`src/rtl/board_writer_pkg.sv`:
```
// board_writer_pkg: board geometry, writer state type and the shared cell-to-word address formula.
package board_writer_pkg;
  localparam int WORD_SIZE = 16;
  localparam int LOG_WORD_SIZE = 4;
  localparam int BOARD_SIZE = 64;
  localparam int LOG_BOARD_SIZE = 6;
  localparam int LOG_MAX_ADDR = 2 * LOG_BOARD_SIZE - LOG_WORD_SIZE;
  localparam int WORDS_PER_ROW = BOARD_SIZE / WORD_SIZE;

  typedef logic [LOG_BOARD_SIZE-1:0] pos_t;
  typedef logic [LOG_MAX_ADDR-1:0] addr_t;
  typedef logic [WORD_SIZE-1:0] word_t;

  typedef enum logic [1:0] {
    ST_IDLE,
    ST_STREAM,
    ST_EDIT_RD,
    ST_EDIT_MOD
  } board_wstate_t;

  // Row-major word address; the render fetch uses this same function.
  function automatic addr_t cell_word_addr(input pos_t x, input pos_t y);
    return addr_t'({y, x[LOG_BOARD_SIZE-1:LOG_WORD_SIZE]});
  endfunction
endpackage

```
`src/rtl/board_writer_cell_packer.sv`:
```
// cell_packer: shift register and x/y raster counters for the serial cell stream.
module cell_packer
  import board_writer_pkg::*;
(
  input  logic  clk_in,
  input  logic  rst_n_in,
  input  logic  clear_in,
  input  logic  shift_in,
  input  logic  cell_in,
  output pos_t  x_out,
  output pos_t  y_out,
  output word_t word_out,
  output logic  word_done_out,
  output logic  last_out
);
  pos_t x_q, x_d, y_q, y_d;
  word_t sh_q, sh_d;

  assign x_out = x_q;
  assign y_out = y_q;
  assign word_out = {sh_q[WORD_SIZE-2:0], cell_in};
  assign word_done_out = shift_in && (&x_q[LOG_WORD_SIZE-1:0]);
  assign last_out = shift_in && (&x_q) && (&y_q);

  always_comb begin
    x_d = clear_in ? '0 : shift_in ? x_q + pos_t'(1) : x_q;
    y_d = clear_in ? '0 : (shift_in && (&x_q)) ? y_q + pos_t'(1) : y_q;
    sh_d = clear_in ? '0 : shift_in ? word_out : sh_q;
  end

  always_ff @(posedge clk_in or negedge rst_n_in)
    if (!rst_n_in) begin
      x_q <= '0;
      y_q <= '0;
      sh_q <= '0;
    end else begin
      x_q <= x_d;
      y_q <= y_d;
      sh_q <= sh_d;
    end
endmodule

```
`src/rtl/board_writer.sv`:
```
// board_writer: packs a serial cell stream into board memory words and toggles single cells
// by read-modify-write, using the same bit layout as the render fetch.
module board_writer
  import board_writer_pkg::*;
#(
  parameter int READ_LATENCY = 2
) (
  input  logic                      clk_in,
  input  logic                      rst_n_in,
  input  logic                      start_in,
  input  logic                      cell_valid_in,
  input  logic                      cell_in,
  output logic                      cell_ready_out,
  input  logic                      edit_in,
  input  logic [LOG_BOARD_SIZE-1:0] edit_x_in,
  input  logic [LOG_BOARD_SIZE-1:0] edit_y_in,
  input  logic [WORD_SIZE-1:0]      data_r_in,
  output logic [LOG_MAX_ADDR-1:0]   addr_r_out,
  output logic [LOG_MAX_ADDR-1:0]   addr_w_out,
  output logic [WORD_SIZE-1:0]      data_w_out,
  output logic                      we_out,
  output logic                      busy_out,
  output logic                      done_out
);
  localparam int CW = (READ_LATENCY > 1) ? $clog2(READ_LATENCY) : 1;
  localparam word_t MSB = {1'b1, {(WORD_SIZE-1){1'b0}}};

  board_wstate_t state_q, state_d;
  logic [CW-1:0] cnt_q, cnt_d;
  logic [LOG_WORD_SIZE-1:0] bit_q, bit_d;
  addr_t addr_r_q, addr_r_d, addr_w_q, addr_w_d;
  word_t data_w_q, data_w_d, word;
  logic we_q, we_d, done_q, done_d;
  logic idle, stream, clear, shift, word_done, last;
  pos_t px, py;

  assign idle = state_q == ST_IDLE;
  assign stream = state_q == ST_STREAM;
  assign clear = start_in && (idle || stream);
  assign shift = cell_valid_in && stream;

  assign cell_ready_out = stream;
  assign busy_out = !idle;
  assign addr_r_out = addr_r_q;
  assign addr_w_out = addr_w_q;
  assign data_w_out = data_w_q;
  assign we_out = we_q;
  assign done_out = done_q;

  cell_packer u_packer (
    .clk_in        (clk_in),
    .rst_n_in      (rst_n_in),
    .clear_in      (clear),
    .shift_in      (shift),
    .cell_in       (cell_in),
    .x_out         (px),
    .y_out         (py),
    .word_out      (word),
    .word_done_out (word_done),
    .last_out      (last)
  );

  always_comb begin
    state_d = state_q;
    cnt_d = cnt_q;
    bit_d = bit_q;
    addr_r_d = addr_r_q;
    addr_w_d = addr_w_q;
    data_w_d = data_w_q;
    we_d = 1'b0;
    done_d = 1'b0;
    unique case (state_q)
      ST_IDLE:
        if (start_in) state_d = ST_STREAM;
        else if (edit_in) begin
          state_d = (READ_LATENCY == 1) ? ST_EDIT_MOD : ST_EDIT_RD;
          cnt_d = '0;
          bit_d = edit_x_in[LOG_WORD_SIZE-1:0];
          addr_r_d = cell_word_addr(edit_x_in, edit_y_in);
        end
      ST_STREAM: begin
        if (word_done) begin
          we_d = 1'b1;
          data_w_d = word;
          addr_w_d = cell_word_addr(px, py);
        end
        // A restart on the final cell keeps streaming rather than finishing.
        if (last && !start_in) begin
          done_d = 1'b1;
          state_d = ST_IDLE;
        end
      end
      ST_EDIT_RD: begin
        cnt_d = cnt_q + 1'b1;
        if (cnt_q == CW'(READ_LATENCY - 2)) state_d = ST_EDIT_MOD;
      end
      default: begin
        data_w_d = data_r_in ^ (MSB >> bit_q);
        addr_w_d = addr_r_q;
        we_d = 1'b1;
        done_d = 1'b1;
        state_d = ST_IDLE;
      end
    endcase
  end

  always_ff @(posedge clk_in or negedge rst_n_in)
    if (!rst_n_in) begin
      state_q <= ST_IDLE;
      cnt_q <= '0;
      bit_q <= '0;
      addr_r_q <= '0;
      addr_w_q <= '0;
      data_w_q <= '0;
      we_q <= 1'b0;
      done_q <= 1'b0;
    end else begin
      state_q <= state_d;
      cnt_q <= cnt_d;
      bit_q <= bit_d;
      addr_r_q <= addr_r_d;
      addr_w_q <= addr_w_d;
      data_w_q <= data_w_d;
      we_q <= we_d;
      done_q <= done_d;
    end
endmodule
```
`config.mk`:
```
export PLATFORM = sky130hd
export DESIGN_NAME = board_writer
export DESIGN_NICKNAME = d
export VERILOG_FILES = /design/src/rtl/board_writer_pkg.sv /design/src/rtl/board_writer_cell_packer.sv /design/src/rtl/board_writer.sv
export SDC_FILE = /design/constraint.sdc
export NUM_CORES = 1
export LEC_CHECK = 0
export BUFFER_PORTS_ARGS = -buffer_cell sky130_fd_sc_hd__buf_2
export CAP_MARGIN = 10
export CORE_UTILIZATION = 30
export CTS_CLUSTER_DIAMETER = 100
export DETAILED_ROUTE_END_ITERATION = 6
export GPL_TIMING_DRIVEN = 0
export PLACE_DENSITY = 0.54
export SYNTH_ARGS = -nofsm -noshare
export SYNTH_HDL_FRONTEND = slang
export SYNTH_SLANG_ARGS = --single-unit
```
`constraint.sdc`:
```
create_clock -name clk_in -period 1.8 [get_ports clk_in]
set_clock_uncertainty 0.15 [all_clocks]
set_input_delay 0.09 -clock clk_in [delete_from_list [all_inputs] [get_ports clk_in]]
set_output_delay 0.09 -clock clk_in [all_outputs]
set_load 0.005 [all_outputs]
```
# After elaboration in Yosys (flattened, before gate mapping)
# Index checks and enable logic that the tools add are counted.
dict set report word_totals {
  wordCells 69
  output_inout_bits 36
  input_bits 34
  regBits 68
}
dict set report op_classes {
  bitwise_logic 3
  n_mux 22
  add_sub_neg 3
  n_eq_ne 8
  shifts 1
  n_reduce_logical 21
}
# operator count
set ops {}
lappend ops {{16-bit case mux with 2 select lines} 1}
lappend ops {{15-bit two-way mux} 2}
lappend ops {{6-bit two-way mux} 4}
lappend ops {{16-bit two-way mux} 1}
lappend ops {{8-bit case mux with 2 select lines} 1}
lappend ops {{16-bit by 4-bit >> shifter with 16-bit output (first input constant)} 1}
lappend ops {{16-bit bitwise XOR} 1}
lappend ops {{6-bit by 1-bit adder with 6-bit output (second input constant)} 2}
lappend ops {{6-bit AND reduction} 2}
lappend ops {{3-bit AND reduction} 3}
lappend ops {{2-bit two-way mux} 4}
lappend ops {{8-bit two-way mux} 1}
lappend ops {{1-bit logical AND} 6}
lappend ops {{2-bit inequality test (second input constant)} 3}
lappend ops {{1-bit case mux with 2 select lines} 3}
lappend ops {{2-bit case mux with 3 select lines} 1}
lappend ops {{2-bit nonzero test} 3}
lappend ops {{1-bit two-way mux} 4}
lappend ops {{2-bit by 1-bit inequality test with 1-bit output (second input constant)} 2}
lappend ops {{4-bit AND reduction} 1}
lappend ops {{3-bit inequality test (second input constant)} 1}
lappend ops {{2-bit by 1-bit == test with 1-bit output (second input constant)} 1}
lappend ops {{2-bit == test (second input constant)} 1}
lappend ops {{1-bit logical NOT} 2}
lappend ops {{other kinds (6)} 7}

# Longest topological paths before layout
# Gate-level depths: netlist of run 1.
dict set report depth {
  word_depth 7
  ltp_mapped 7
  depth_no_buf 5
}

# Cells and area by module
# A second synthesis of run 1 with hierarchy kept.
dict set report hier_totals {
  cells_unflattened 315
  hier_area_um2 3453.3
}
# mod seq_area_each_um2 cells_per_inst instances area_each_um2
set by_module_without_submodules {}
lappend by_module_without_submodules {board_writer 1026.0 204 1 2233.4}
lappend by_module_without_submodules {cell_packer 675.6 111 1 1219.9}

# Least setup slack after synthesis of run 1
# OpenSTA, ideal clock, no wires.
dict set report synth_timing {
  path_type {register -> register}
  from {reg u_packer.x_q[0] (netlist: u_packer.x_out[0])}
  to {reg addr_w_q[0] (netlist: addr_w_out[0])}
  setup_slack_ps 187
  path_buffers 2
  t_arrival_ps 1387
  setup_ps 77
  synth_period_minus_slack_ps 1613
  stages_incl_launch_ff 8
  t_required_ps 1573
  cell_sequence {dfrtp_1 -> ha_1 -> a41o_1 -> nand2_1 -> buf_2 -> buf_2 -> nand2_1 -> o21ai_1}
}
dict set report synth_between {
  elab_chain_cells 4
}
# element line_no
set synth_lines {}
lappend synth_lines {{start, declared} board_writer_cell_packer.sv:16} ;# pos_t x_q, x_d, y_q, y_d;
lappend synth_lines {{start signal, assigned} board_writer_cell_packer.sv:33} ;# x_q <= '0;
lappend synth_lines {{start signal, assigned} board_writer_cell_packer.sv:37} ;# x_q <= x_d;
lappend synth_lines {{4-bit AND reduction} board_writer_cell_packer.sv:22} ;# assign word_done_out = shift_in && (&x_q[LOG_WORD_SIZE-1:0]);
lappend synth_lines {{1-bit logical AND} board_writer_cell_packer.sv:22}
lappend synth_lines {{2-bit by 1-bit inequality test with 1-bit output (no source line)} --}
lappend synth_lines {{2-bit AND reduction (no source line)} --}
lappend synth_lines {{end signal, assigned} board_writer.sv:122} ;# addr_w_q <= addr_w_d;
lappend synth_lines {{end, declared} board_writer.sv:31} ;# addr_t addr_r_q, addr_r_d, addr_w_q, addr_w_d;
# Every way passes these cells.
# A chain may end at the register's enable or synchronous reset.

# Worst setup path in the final report of run 1
dict set report layout_timing {
  from {reg state_q[0]}
  to {reg bit_q[3]}
}
dict set report layout_between {
  elab_chain_cells 2
}
# element line_no
set layout_lines {}
lappend layout_lines {{start, declared} board_writer.sv:28} ;# board_wstate_t state_q, state_d;
lappend layout_lines {{start signal, assigned} board_writer.sv:118} ;# state_q <= state_d;
lappend layout_lines {{2-bit logical NOT} board_writer.sv:72} ;# unique case (state_q)
lappend layout_lines {{3-bit AND reduction (no source line)} --}
lappend layout_lines {{end signal, assigned} board_writer.sv:120} ;# bit_q <= bit_d;
lappend layout_lines {{end, declared} board_writer.sv:30} ;# logic [LOG_WORD_SIZE-1:0] bit_q, bit_d;
# Every way passes these cells.

==> impl_metrics.json, run 1 <==
{
  "finalMaxSlewViolations": 0,
  "synth_area_leaders": "dfrtp_1 (51%), mux2i_1 (7.2%), a22o_1 (4.2%)",
  "nNetsFinal": 431,
  "cts-htree-levels": 3,
  "fp-row-count": 38,
  "path_depth": 5,
  "area_growth_pct": 30.5,
  "yosys_warnings": 0,
  "wl_um": 7690,
  "clock_power_share": 0.205,
  "cts-buffers-inserted": 9,
  "antenna_found_initial": 0,
  "syn_inst": 286,
  "crit_fanout": 10,
  "cp_slowest_cell": "dfrtp_1",
  "endpoint_kind": "flip-flop",
  "clk_pin_slew_worst_paths_ps": 80,
  "synthAdderAreaFrac": 0.00750,
  "synth_compound_area_frac": 0.101,
  "grt_usage": 0.145,
  "grt_pass1_wl_um": 12700,
  "yosys.cell_count.top_type": "dfrtp_1",
  "outcome": "complete, no violations",
  "grt_pass1_vias": 2474,
  "critPathMaxStageDelay_ps": 400,
  "r2r-start": "state_q[0]",
  "detailed_place_hpwl_um": 5450,
  "synth_top_area_cell": "dfrtp_1",
  "synth-seq-cells": 68,
  "wl_per_cell_um": 14.2,
  "synth.mux.area_fraction": 0.116,
  "ir_drop_uv": 425,
  "cts-root-buf": "clkbuf_8",
  "die_area_sq_mm": 0.0115,
  "coreArea_sq_mm": 0.0108,
  "critPathBufInv": 3,
  "synth_edf_count": 0,
  "avgViaCountPerCell": 4.67,
  "io_buffers": 69,
  "via_count": 2521,
  "path_cells": "buf_4 -> nor4b_4 -> buf_4 -> buf_6 -> mux2_1",
  "min_period_ps": 1730,
  "worst_path_most_repeated_cell": "buf_4",
  "start_util": 0.308,
  "cap_violations": 0,
  "leakagePower_nw": 2.11,
  "drcViolationCount": 0,
  "hold_end": "data_w_out[1]",
  "synth_top_area_share": 0.510,
  "finalPower_mw": 5.38,
  "synthFlopType": "dfrtp_1",
  "p_sw_frac": 0.360,
  "cp_top_family": "buffers and inverters",
  "r2r_end": "bit_q[3]",
  "hold_class": "in2reg",
  "first_iter_violations": 118,
  "cts_max_path_buffers": 2,
  "synth_nets": 322,
  "whs_path_depth": 4,
  "diodes": 0,
  "yosysSeqAreaShare": 0.510,
  "die_w_um": 107,
  "synth_xor_area_frac": 0.0630,
  "grt_max_degree": 69,
  "seqPwrFrac": 0.405,
  "p_sw_mw": 1.94,
  "synth_top_family_by_area": "simple AND/OR/NAND/NOR gates",
  "synth-simple-area-share": 0.165,
  "fin_hold_ws_ps": 10.2,
  "fmax_mhz": 578,
  "power_density_mw_per_mm2": 1240,
  "syn_area_sq_mm": 0.00334,
  "fillers": 1067,
  "insertion_delay_ps": 340,
  "tightestPinTransition_ps": 874,
  "r2r_cells": 5,
  "post-route-period-util": 0.961,
  "syn_area_per_cell_sq_um": 11.7,
  "arrival_ps": 1800,
  "worst-r2r-setup-slack_ps": 70,
  "max-slew-margin-rel": 0.417,
  "critical_path_class": "reg2reg",
  "p_comb_frac": 0.390,
  "netlist_top_cells_count": "dfrtp_1 (68), nand2_1 (29), mux2i_1 (24), o21ai_1 (22), a22o_1 (16)",
  "synth-async-reset-ratio": 1.00,
  "drive_gt1_frac": 0.308,
  "grt_overflow": 0,
  "startpoint_type": "flip-flop",
  "timing_hold_violations_final": 0,
  "gp_congestion": 0.750,
  "cts_sinks": 68,
  "p_int_mw": 3.45,
  "num_io_pins": 70,
  "ys_types": 41,
  "ant_nets": 0,
  "worstHoldStart": "data_r_in[1]",
  "die_h_um": 107,
  "firstDrtPassIters": 4,
  "crit_required_ps": 1870,
  "setup_viol": 0,
  "cts_tree": "built"
}
## through the flow
| stage | util | cell area, sq um | setup TNS (ps) | cells | worst slack, ps |
|---|---|---|---|---|---|
| finish | 0.401 | 4350 | 0 | 540 | 69.6 |
| global route | 0.401 | 4350 | -1.28 | 540 | -1.28 |
| CTS | 0.399 | 4330 | 0 | 540 | 13.9 |
| detailed placement | 0.356 | 3860 | -1710 | 495 | -110 |
| global placement | 0.356 | 3860 | -1680 | 495 | -108 |
| floorplan | - | 3340 | 0 | 286 | 187 |
## cell type report
class                      instances  area, sq um  area share
multi-input combinational        196         1530       0.351
sequential                        68         1700       0.391
clock inverter                     5         27.5     0.00633
clock buffer                      11          141      0.0325
tap                              140          175      0.0403
inverter                           4         15.0     0.00345
timing repair buffer              98          636       0.146
buffer                            18          126      0.0290
## cells in the final DEF, fill, tap and decap left out, types with 8 or more instances in the layout
cell type      Yosys  final
buf_2              7     73
dfrtp_1           68     68
nand2_1           29     29
dlygate4sd3_1      0     28
mux2i_1           24     24
o21ai_1           22     22
a22o_1            16     16
xor2_1            13     13
nor2_1            12     12
xnor2_1           11     11
mux2_1            10     10
clkbuf_8           0     10
buf_4              7      9
o21ai_0            8      8
## layer usage
| metal | wire (um) | vias up | track usage |
|---|---|---|---|
| li1 | - | 1236 | - |
| met1 | 3700 | 1219 | 0.199 |
| met2 | 3550 | 53 | 0.220 |
| met3 | 261 | 13 | 0.0236 |
| met4 | 183 | 0 | 0.0744 |
| met5 | 0 | - | 0 |
## registers in the layout, summed over array words and instances (netlist names)
signal and flops:
addr_w_out 8, bit_q 4, u_packer.y_out 6, state_q 2
u_packer.x_out 6, we_out 1, u_packer.sh_q 15, cnt_q 1
data_w_out 16, addr_r_out 8, done_out 1
## power groups by stage
stage          registers (mW)  logic, mW  clock network, mW
2_1_floorplan            2.18       1.31                  0
3_3_place_gp             2.21       2.00                  0
3_5_place_dp             2.21       2.02                  0
4_1_cts                  2.18       2.09               1.15
5_1_grt                  2.24       2.34               1.20
6_report                 2.18       2.10               1.10
## kinds of logic after synthesis
group / Yosys count
compound gates: 53
buf+inv: 22
flops: 68
xor+xnor: 24
simple gates: 80
fa+ha+maj: 2
mux: 37
## worst register-to-register path, stage by stage (launching register included)
cell	delay, ps
dfrtp_1	400
buf_4	190
nor4b_4	200
buf_4	170
buf_6	160
mux2_1	340
## how the worst max path moves through the flow
stage | start | endpoint | slack, ps
after global placement | u_packer.x_out[0] | addr_w_out[2] | -110
after global routing | bit_q[3] | data_w_out[15] | -1
after floorplan | u_packer.x_out[0] | addr_w_out[0] | 190
after CTS | u_packer.x_out[0] | addr_w_out[5] | 10
after detailed placement | u_packer.x_out[0] | data_w_out[3] | -110
final | state_q[0] | bit_q[3] | 70
## what timing repair did
action                                  CTS  global route
resized for setup                         6             4
endpoints found under the setup margin   35            17
hold buffers                             28             0
endpoints found under the hold margin    96             0
buffers inserted                          1             0
(Power assumes the default switching activity.)
==> inputs of run 2 (changes only) <==
--- a/config.mk
+++ b/config.mk
@@ -7,11 +7,15 @@
 export LEC_CHECK = 0
 export BUFFER_PORTS_ARGS = -buffer_cell sky130_fd_sc_hd__buf_2
 export CAP_MARGIN = 10
+export CELL_PAD_IN_SITES_DETAIL_PLACEMENT = 1
+export CELL_PAD_IN_SITES_GLOBAL_PLACEMENT = 1
+export CORE_ASPECT_RATIO = 0.5
 export CORE_UTILIZATION = 30
 export CTS_CLUSTER_DIAMETER = 100
 export DETAILED_ROUTE_END_ITERATION = 6
 export GPL_TIMING_DRIVEN = 0
-export PLACE_DENSITY = 0.54
+export PLACE_DENSITY = 0.64
+export SLEW_MARGIN = 0
 export SYNTH_ARGS = -nofsm -noshare
 export SYNTH_HDL_FRONTEND = slang
 export SYNTH_SLANG_ARGS = --single-unit
==> run 2 against run 1 <==
  * The run now ends with hold timing left
  * Cell area rose by 0.14%
  * Combinational power barely moved
  * Sequential power barely moved
==> impl_metrics.json, run 2 (synthesis results as in run 1) <==
{
  "cp_top_family": "buffers and inverters",
  "largest_reg_flops": 16,
  "ir_drop_uv": 615,
  "violations": "hold timing",
  "grt_usage": 0.169,
  "grt_pass1_vias": 2827,
  "power_density_mw_per_mm2": 1360,
  "most-common-layout-cells": "buf_2 (73), dfrtp_1 (68), nand2_1 (28)",
  "antenna_found_initial": 0,
  "dpl_cell_area_sq_mm": 0.00386,
  "die_area_sq_mm": 0.0116,
  "arrival_ps": 1790,
  "cts-htree-levels": 3,
  "path_cells": "buf_6 -> nor4b_4 -> buf_4 -> clkbuf_4 -> mux2_1",
  "critPathMaxStageDelay_ps": 420,
  "drcViolationCount": 0,
  "wl_um": 9050,
  "hold_class": "in2reg",
  "finalPower_mw": 5.94,
  "final_util": 0.415,
  "fmax_mhz": 577,
  "seqCellArea_sq_mm": 0.00170,
  "stdcell_count": 531,
  "final_common_cell": "buf_2",
  "io_buffers": 69,
  "gp_congestion": 0.735,
  "cap_violations": 0,
  "critPathBufInv": 3,
  "cts-buffers-inserted": 9,
  "setup_viol": 0,
  "finalMaxSlewViolations": 0,
  "min_period_ps": 1730,
  "multi_input_area_sq_mm": 0.00151,
  "endpoint_kind": "flip-flop",
  "first_iter_violations": 114,
  "cts_sinks": 68,
  "r2r-start": "state_q[0]",
  "critical_path_class": "reg2reg",
  "timing_hold_violations_final": 1,
  "met2_usage": 0.284,
  "fillers": 1181,
  "avgViaCountPerCell": 4.90,
  "busiest_layer": "met2",
  "diodes": 0,
  "dp_cells": 495,
  "detailed_place_hpwl_um": 6170,
  "ant_nets": 0,
  "wl_per_cell_um": 17.0,
  "max-slew-margin-rel": 0.404,
  "use_met1": 0.212,
  "r2r_end": "bit_q[1]",
  "crit_fanout": 10,
  "firstDrtPassIters": 4,
  "grt_overflow": 0,
  "cts_max_path_buffers": 2,
  "start_util": 0.317,
  "fin_area_sq_mm": 0.00436,
  "die_w_um": 151,
  "cts-root-buf": "clkbuf_16",
  "r2r_cells": 5,
  "outcome": "finished with violations",
  "grt_max_degree": 69,
  "clk_pin_slew_worst_paths_ps": 50,
  "crit_required_ps": 1860,
  "whs_path_depth": 4,
  "use_met3": 0.0449,
  "cp_slowest_cell": "dfrtp_1",
  "coreArea_sq_mm": 0.0105,
  "worst-r2r-setup-slack_ps": 70,
  "die_h_um": 76.6,
  "tightestPinTransition_ps": 894,
  "area_growth_pct": 30.6,
  "grt_pass1_wl_um": 14900,
  "num_io_pins": 70,
  "hold_end": "data_w_out[13]",
  "via_count": 2600,
  "drive_gt1_frac": 0.320,
  "leakagePower_nw": 2.12,
  "insertion_delay_ps": 330,
  "worstHoldStart": "data_r_in[13]",
  "post-route-period-util": 0.964,
  "fp-row-count": 26,
  "rsz0062_at_grt": "false",
  "cts_tree": "built",
  "startpoint_type": "flip-flop",
  "fin_hold_ws_ps": -3.96,
  "nNetsFinal": 423
}
-- run 2: cell types whose count changed in the layout (fill, tap and decap cells not counted), moves of 2 or more --
cell / previous run / this run
dlygate4sd3_1: 28 / 17
clkbuf_16: 0 / 9
clkbuf_8: 10 / 2
buf_6: 3 / 5
clkinv_2: 4 / 2
nor4b_2: 2 / 4
nor4b_4: 3 / 1
-- run 2: worst max-delay path by stage --
stage	from	to	slack [ps]	cells past startpoint
after floorplan	u_packer.x_out[0]	addr_w_out[0]	190	7
after global placement	u_packer.x_out[0]	addr_w_out[4]	-130	7
after detailed placement	u_packer.x_out[0]	data_w_out[2]	-250	6
after CTS	state_q[0]	addr_r_out[7]	5	4
after global routing	u_packer.x_out[0]	data_w_out[2]	4	6
final	state_q[0]	bit_q[1]	70	5
-- run 2: area by class of cell --
class | count | share of cell area
buffer | 18 | 0.0307
clock buffer | 13 | 0.0597
clock inverter | 2 | 0.00230
inverter | 4 | 0.00345
multi-input combinational | 196 | 0.347
sequential | 68 | 0.390
tap | 140 | 0.0402
timing repair buffer | 90 | 0.126
-- run 2: per-layer routing --
layer,wire (um),up-vias
li1,-,1220
met1,4150,1330
met2,4520,43
met3,286,7
met4,98,0
met5,0,-
-- run 2: stage by stage --
stage / setup slack [ps] / setup TNS [ps]
4_1_cts: 4.64 / 0
6_report: 65.6 / 0
5_1_grt: 4.22 / 0
3_3_place_gp: -127 / -2210
3_5_place_dp: -252 / -3860
2_1_floorplan: 187 / 0
-- run 2: tightest hold or removal path, delay by kind of cell --
family                    cells  cell delay (ps)
xor gates and xnor gates      1               50
muxes                         1              130
buffers and inverters         1               80
AOI/OAI and AO/OA             1               70
-- run 2: what timing repair did --
action,CTS,global route
resized for setup,8,4
hold buffers,17,0
setup endpoints to repair,35,39
pin swaps,1,2
gates cloned,0,1
hold endpoints to repair,85,0
buffers inserted,1,2
-- run 2: power breakdown --
| part | internal, mW | switching (mW) |
|---|---|---|
| Combinational | 1.01 | 1.12 |
| Clock | 0.995 | 0.618 |
| Sequential | 1.90 | 0.292 |
| Total | 3.91 | 2.03 |
==> inputs of run 3 (changes only) <==
--- a/config.mk
+++ b/config.mk
@@ -6,7 +6,7 @@
 export NUM_CORES = 1
 export LEC_CHECK = 0
 export BUFFER_PORTS_ARGS = -buffer_cell sky130_fd_sc_hd__buf_2
-export CAP_MARGIN = 10
+export CAP_MARGIN = 20
 export CELL_PAD_IN_SITES_DETAIL_PLACEMENT = 1
 export CELL_PAD_IN_SITES_GLOBAL_PLACEMENT = 1
 export CORE_ASPECT_RATIO = 0.5
@@ -14,7 +14,9 @@
 export CTS_CLUSTER_DIAMETER = 100
 export DETAILED_ROUTE_END_ITERATION = 6
 export GPL_TIMING_DRIVEN = 0
+export HOLD_SLACK_MARGIN = 0.03
 export PLACE_DENSITY = 0.64
+export RECOVER_POWER = 100
 export SLEW_MARGIN = 0
 export SYNTH_ARGS = -nofsm -noshare
 export SYNTH_HDL_FRONTEND = slang
==> run 3 against run 2 <==
  * The run now ends clean
  * Critical path depth unchanged
  * Combinational power decreased by 2%
  * Sequential power about the same
  * Setup slack about the same
  * First-iteration DRC count increased by 1.8%
  * Maximum frequency about the same
  * Sequential share of layout area decreased by 0.70 points
  * Die area unchanged
  * Via count increased by 1.0%
  * Flip-flop and latch count unchanged
  * Largest cell class unchanged
  * Highest routed layer unchanged
==> impl_metrics.json, run 3 (synthesis results as in run 1) <==
{
  "outcome": "complete, no violations",
  "hold_end": "data_w_out[15]",
  "critical_path_class": "reg2reg",
  "tns_ps": 0,
  "die_h_um": 76.6,
  "die_w_um": 151,
  "start_util": 0.317,
  "tightestPinTransition_ps": 974,
  "leakagePower_nw": 2.09,
  "path_cells": "buf_6 -> nor4b_4 -> buf_4 -> buf_4 -> mux2_1",
  "grt_usage": 0.170,
  "hold_class": "in2reg",
  "r2r_end": "addr_r_out[7]",
  "max-slew-margin-rel": 0.351,
  "worst_path_most_repeated_cell": "buf_4",
  "crit_required_ps": 1850,
  "fmax_mhz": 577,
  "critPathMaxStageDelay_ps": 420,
  "first_iter_violations": 116,
  "most-common-layout-cells": "dfrtp_1 (68), buf_2 (57), dlygate4sd3_1 (29)",
  "drcViolationCount": 0,
  "cts-buffers-inserted": 9,
  "wl_met2_um": 4630,
  "dr_wl_met3_um": 274,
  "cts-htree-levels": 3,
  "clock_power_share": 0.273,
  "endpoint_kind": "flip-flop",
  "top_layer": "met4",
  "ant_nets": 0,
  "timing_hold_violations_final": 0,
  "detailed_place_hpwl_um": 6170,
  "p_sw_frac": 0.343,
  "drive_gt1_frac": 0.268,
  "p_sw_mw": 2.02,
  "arrival_ps": 1790,
  "worstHoldStart": "data_r_in[15]",
  "dp_cells": 495,
  "finalMaxSlewViolations": 0,
  "wl_um": 9110,
  "setup_viol": 0,
  "grt_overflow": 0,
  "p_comb_frac": 0.353,
  "wl_per_cell_um": 16.8,
  "ir_drop_uv": 612,
  "worst-r2r-setup-slack_ps": 70,
  "r2r-start": "state_q[0]",
  "r2r_cells": 5,
  "cap_violations": 0,
  "insertion_delay_ps": 330,
  "area_growth_pct": 33.0,
  "stdcell_count": 543,
  "die_area_sq_mm": 0.0116,
  "antenna_found_initial": 0,
  "place_ws_ps": -252,
  "whs_path_depth": 4,
  "nNetsFinal": 435,
  "io_buffers": 69,
  "grt_pass1_wl_um": 15000,
  "critPathBufInv": 3,
  "power_density_mw_per_mm2": 1330,
  "cts_tree": "built",
  "post-route-period-util": 0.964,
  "cts-root-buf": "clkbuf_16",
  "firstDrtPassIters": 4,
  "cts_sinks": 68,
  "rsz0062_at_grt": "false",
  "avgViaCountPerCell": 4.84,
  "grt_max_degree": 69,
  "coreArea_sq_mm": 0.0105,
  "drt-met1-wl_um": 4140,
  "clk_pin_slew_worst_paths_ps": 50,
  "setup_ws_ps": 65.4,
  "gp_congestion": 0.735,
  "grt_pass1_vias": 2857,
  "finalPower_mw": 5.89,
  "crit_fanout": 10,
  "num_io_pins": 70,
  "min_period_ps": 1730,
  "via_count": 2626,
  "cp_top_family": "buffers and inverters",
  "cp_slowest_cell": "dfrtp_1",
  "final_common_cell": "dfrtp_1",
  "diodes": 0,
  "fp-row-count": 26,
  "cts_max_path_buffers": 2,
  "largest_reg_flops": 16,
  "fin_hold_ws_ps": 33.3,
  "final_util": 0.422,
  "fin_area_sq_mm": 0.00444,
  "startpoint_type": "flip-flop",
  "p_int_mw": 3.87,
  "seqPwrFrac": 0.374,
  "dpl_cell_area_sq_mm": 0.00386
}
run 3: cell count changes in the layout (fill, tap and decap cells not counted), moves of 2 or more:
cell,before,now
o21ai_1,22,12
dlygate4sd3_1,17,29
clkbuf_4,1,3
o21ai_0,8,18
buf_6,5,3
clkbuf_1,2,19
buf_2,73,57
run 3: final cells by class:
| type | instances | area [sq um] |
|---|---|---|
| Inverter | 4 | 15.0 |
| Multi-Input combinational cell | 196 | 1510 |
| Fill cell | 1180 | 6070 |
| Clock inverter | 2 | 10.0 |
| Clock buffer | 13 | 260 |
| Buffer | 18 | 126 |
| Timing Repair Buffer | 102 | 644 |
| Tap cell | 140 | 175 |
| Sequential cell | 68 | 1700 |
run 3: power groups by stage:
| stage | Sequential (mW) | Combinational, mW | Clock, mW |
|---|---|---|---|
| 2_1_floorplan | 2.18 | 1.31 | 0 |
| 3_3_place_gp | 2.20 | 1.99 | 0 |
| 3_5_place_dp | 2.22 | 2.07 | 0 |
| 4_1_cts | 2.20 | 2.15 | 1.66 |
| 5_1_grt | 2.25 | 2.29 | 1.75 |
| 6_report | 2.20 | 2.08 | 1.61 |
run 3: worst max path at each step:
stage	startpoint	cells past startpoint	end	slack [ps]
CTS	state_q[0]	4	addr_r_out[7]	5
floorplan	u_packer.x_out[0]	7	addr_w_out[0]	190
global route	state_q[0]	5	addr_r_out[7]	3
detailed placement	u_packer.x_out[0]	6	data_w_out[2]	-250
global placement	u_packer.x_out[0]	7	addr_w_out[4]	-130
finish	state_q[0]	5	addr_r_out[7]	70
run 3: layer usage:
layer / GRT usage / up-vias
met5: 0 / -
met4: 0.0510 / 0
met3: 0.0437 / 4
met2: 0.287 / 34
met1: 0.212 / 1348
li1: - / 1240
run 3: repair_timing:
item,4_1_cts,5_1_grt
pin swaps,1,2
buffers inserted,1,2
hold buffers,29,0
endpoints found under the hold margin,97,0
setup endpoints to repair,35,40
gates cloned,0,1
resized for setup,8,4
run 3: worst reg2reg max path, cell delays in order (launching register included):
cell,delay (ps)
dfrtp_1,420
buf_6,170
nor4b_4,200
buf_4,170
buf_4,160
mux2_1,350
